## src/rtl/seq_divider.sv

```systemverilog
// seq_divider: iterative restoring divider, one quotient bit per clock, start/ready handshake
module seq_divider #(
  parameter int WIDTH_M = 16,
  parameter int WIDTH_P = 32
) (
  input  logic               clk,
  input  logic               reset,
  input  logic               start,
  input  logic [WIDTH_P-1:0] dividend,
  input  logic [WIDTH_M-1:0] divisor,
  output logic [WIDTH_P-1:0] quotient,
  output logic [WIDTH_M-1:0] remainder,
  output logic               ready,
  output logic               div_by_zero
);
  localparam int CW = $clog2(WIDTH_P) + 1;
  typedef enum logic {IDLE, BUSY} state_e;
  state_e             state_q, state_d;
  logic [WIDTH_P-1:0] dq_q, dq_d, quo_q, quo_d;
  logic [WIDTH_M-1:0] r_q, r_d, dvs_q, dvs_d, rem_q, rem_d, r_sub;
  logic [WIDTH_M:0]   t;
  logic [CW-1:0]      cnt_q, cnt_d;
  logic               dbz_q, dbz_d, ge, last;
  // restoring step: shift next dividend bit into the partial remainder, trial-subtract the divisor
  // (a kept remainder is always below the divisor, so it fits in WIDTH_M bits)
  always_comb begin
    t = {r_q, dq_q[WIDTH_P-1]};
    ge = t >= {1'b0, dvs_q};
    r_sub = t[WIDTH_M-1:0] - dvs_q;
    last = cnt_q == CW'(WIDTH_P - 1);
  end
  // state register and datapath registers
  always_ff @(posedge clk) begin
    if (reset) begin
      state_q <= IDLE;
      dq_q <= '0;
      r_q <= '0;
      dvs_q <= '0;
      cnt_q <= '0;
      quo_q <= '0;
      rem_q <= '0;
      dbz_q <= 1'b0;
    end else begin
      state_q <= state_d;
      dq_q <= dq_d;
      r_q <= r_d;
      dvs_q <= dvs_d;
      cnt_q <= cnt_d;
      quo_q <= quo_d;
      rem_q <= rem_d;
      dbz_q <= dbz_d;
    end
  end
  // next state: a zero divisor completes immediately without leaving IDLE
  always_comb begin
    state_d = state_q;
    if (state_q == IDLE) state_d = (start && divisor != '0) ? BUSY : IDLE;
    else state_d = last ? IDLE : BUSY;
  end
  // datapath next values: load on accept, step while busy, publish results on the final step
  always_comb begin
    dq_d = dq_q;
    r_d = r_q;
    dvs_d = dvs_q;
    cnt_d = cnt_q;
    quo_d = quo_q;
    rem_d = rem_q;
    dbz_d = dbz_q;
    if (state_q == IDLE && start) begin
      if (divisor == '0) begin
        quo_d = '1;
        rem_d = '0;
        dbz_d = 1'b1;
      end else begin
        dq_d = dividend;
        r_d = '0;
        dvs_d = divisor;
        cnt_d = '0;
        dbz_d = 1'b0;
      end
    end else if (state_q == BUSY) begin
      dq_d = {dq_q[WIDTH_P-2:0], ge};
      r_d = ge ? r_sub : t[WIDTH_M-1:0];
      cnt_d = cnt_q + 1'b1;
      if (last) begin
        quo_d = dq_d;
        rem_d = r_d;
      end
    end
  end
  // outputs: results hold between operations, ready means idle
  always_comb begin
    ready = state_q == IDLE;
    quotient = quo_q;
    remainder = rem_q;
    div_by_zero = dbz_q;
  end
endmodule
```

## config.mk

```make
export PLATFORM = sky130hd
export DESIGN_NAME = seq_divider
export DESIGN_NICKNAME = d
export VERILOG_FILES = /design/src/rtl/seq_divider.sv
export SDC_FILE = /design/constraint.sdc
export NUM_CORES = 1
export LEC_CHECK = 0
export BUFFER_PORTS_ARGS = -buffer_cell sky130_fd_sc_hd__buf_2
export CAP_MARGIN = 0
export CORE_MARGIN = 2
export CORE_UTILIZATION = 60
export CTS_CLUSTER_DIAMETER = 30
export DETAILED_ROUTE_END_ITERATION = 10
export GPL_ROUTABILITY_DRIVEN = 1
export MAX_ROUTING_LAYER = met4
export PLACE_DENSITY = 0.85
export SYNTH_ARGS = -nofsm -noshare
export SYNTH_HDL_FRONTEND = slang
export SYNTH_SLANG_ARGS = --single-unit
```

## constraint.sdc

```tcl
create_clock -name clk -period 5.5 [get_ports clk]
set_input_delay 0.825 -clock clk [delete_from_list [all_inputs] [get_ports clk]]
set_output_delay 0.825 -clock clk [all_outputs]
set_load 0.01 [all_outputs]
```

==> metrics.yaml <==
synth-edff-count: 0
n_antenna_cell: 0
syn_to_final_growth_pct: 18.5
clk_latency_ns: 0.53
rsz0062_at_grt: "false"
worst-path-buf-inv: 1
layout.cells.non_filler: 900
dr.pass1.iters: 5
relSlewSlack: 0.179
fillers: 741
synth_warnings: 0
grt_max_degree: 68
gp_congestion: 1.01
holdWs_ns: 0.446
cts_max_level: 4
yosysSeqAreaShare: 0.432
endpoint_kind: "flop"
tns_ns: 0
ys_ff_latch: 120
die_area_um2: 10100
report.final.slew_viol_count: 0
layout_commonest_cell: "nand2_1"
p_leak_nw: 2.81
cts.repair.resized: 0
path_cells: "buf_2, nor4_1, a41oi_2, or2_2, nor2_4, a32oi_1, o21ai_0"
final-hold-violation-count: 0
wl_mm: 14.5
post-place-ws_ns: 1.63
cts-root-buf: "clkbuf_8"
fin_crit_sh: 0.629
synth_cells: 695
yosys.area.top_type_share: 0.432
cts_buffer_depth: 2
dp_cells: 868
hp-class: "flop to flop"
max_freq_mhz: 289
numPortBuffers: 100
placementRows: 35
synthTopCellsByArea: "dfxtp_1 43%, nand2_1 8.8%, nor2_1 7.7%, a311oi_1 4.9%, ha_1 3.8%"
worst_path_dominant_cell_family: "simple AND/OR/NAND/NOR gates"
chipWidth_um: 100
gr-total-overflow: 0
synthArstFlopShare: 0
finalSetupViolCount: 0
cts_buffers: 17
postRouteAntennaNets: 0
route.detailed.wl_per_inst_um: 16.1
final_cell_mix: "131 x nand2_1, 120 x dfxtp_1, 114 x nor2_1, 100 x buf_2, 41 x nor3_1"
cpPeakStageDelay_ns: 0.88
drc: 0
yosysUniqueCellTypes: 57
vias: 5276
grt_antenna_before_repair: 0
die_y_um: 100
cp_max_fo: 67
multi_input_area_um2: 2870
startpoint_type: "primary input"
post_cts_buffers: 0
syn_nets: 764
synth_area_um2: 5570
synth.avg_cell_area_um2: 8.01
worst_slew_pin_slew_ns: 1.23
seqCellArea_um2: 2400
layout_setup_ws_ns: 2.04
routed_via_density: 5.86
ir_worst_vdd_uv: 404
synth_top_area_cell: "dfxtp_1"
start_util: 0.611
path_class: "primary input to flop"
grt_pass1_vias: 4966
core_um2: 9110
cap_violations: 0
required_ns: 5.95
fin_crit_ns: 3.46
drive_above_1_share: 0.188
drt_iter0_markers: 312
clock_sinks: 120
cp.arrival_ns: 3.91
grt_pass1_wl_mm: 23.9
dpl.hpwl_mm: 9.83
synth_ff_type: "dfxtp_1"
cts_hold_buf: 0
gr-usage-all-layers: 0.308
slowest_stage: "or2_2"
clkTransAtPathRegs_ns: 0.07
fin_nets: 845
cts_tree: "yes"
status: "completed"
power.density_nw_per_um2: 538
ios: 101
fin_skew_ns: 0.00860
[synthesized netlist by cell type (all sizes together), types with 6 or more instances]
master and number:
buf 15, dfxtp 120, nand3 8, nand2 131
a311oi 32, a32oi 9, mux2i 12, nor3 41
nor2 115, o21ai 37, ha 17, inv 18
nand2b 7, clkbuf 30, xnor2 8, a211oi 6
a22o 6, a21oi 26
[tightest hold or removal path: cells and delay by family (launching register included)]
| kind | cells | cell delay, ns |
|---|---|---|
| DFF | 1 | 0.31 |
| and+or+nand+nor | 1 | 0.05 |
| AOI/OAI and AO/OA | 1 | 0.05 |
[layer usage]
layer	part of all wire	routed length, µm	track usage	up-vias
met3	0.066	952	0.0662	35
met2	0.48	6970	0.485	200
met1	0.43	6250	0.393	2445
li1	-	-	-	2596
met5	0	0	-	-
met4	0.024	350	0.112	0
[cell type report]
type	count	area share
multi-input cells	512	0.435
flip-flops and latches	120	0.364
repair buffers	107	0.0838
clock buffers	17	0.0628
clock inverters	15	0.0228
well taps	111	0.0211
inverters	18	0.0102
[power breakdown]
part	switching, W	leakage, nW	internal [W]
clock	0.000473	0.277	0.000582
combinational	0.000886	1.56	0.000586
sequential	0.0000763	0.977	0.000948
[registers in the layout (all words and copies together) (netlist names)]
signal / cells
remainder: 16
dvs_q: 16
dq_q: 32
r_q: 16
div_by_zero: 1
state_q: 1
quotient: 32
cnt_q: 6
[stage by stage]
step / power, W / area [µm²] / utilization
after floorplan: 0.00224 / 5570 / -
after global routing: 0.00375 / 6600 / 0.724
after global placement: 0.00245 / 6030 / 0.662
final: 0.00355 / 6600 / 0.724
after CTS: 0.00353 / 6600 / 0.724
after detailed placement: 0.00248 / 6030 / 0.662
[worst paths after layout]
path	end	slack (ns)	from	cells after the start
worst min register to register	remainder[10]$_SDFFE_PP0P_	0.45	remainder[10]$_SDFFE_PP0P_	2
worst min-delay path	remainder[10]$_SDFFE_PP0P_	0.45	remainder[10]$_SDFFE_PP0P_	2
worst max-delay path	r_q[9]$_SDFFE_PP0P_	2.04	divisor[7]	7
worst max register to register	r_q[14]$_SDFFE_PP0P_	2.12	state_q$_SDFF_PP0_	7
[cell families (layout without fill, tap and decap cells)]
family | after synthesis | after routing | share of synthesized area
adders and majority gates | 18 | 18 | 0.0418
muxes | 12 | 12 | 0.0216
AOI/OAI and AO/OA | 150 | 150 | 0.194
buffers and inverters | 63 | 157 | 0.0533
DFF | 120 | 120 | 0.432
and+or+nand+nor | 323 | 323 | 0.244
xor gates and xnor gates | 9 | 9 | 0.0142
(Power assumes the default switching activity.)
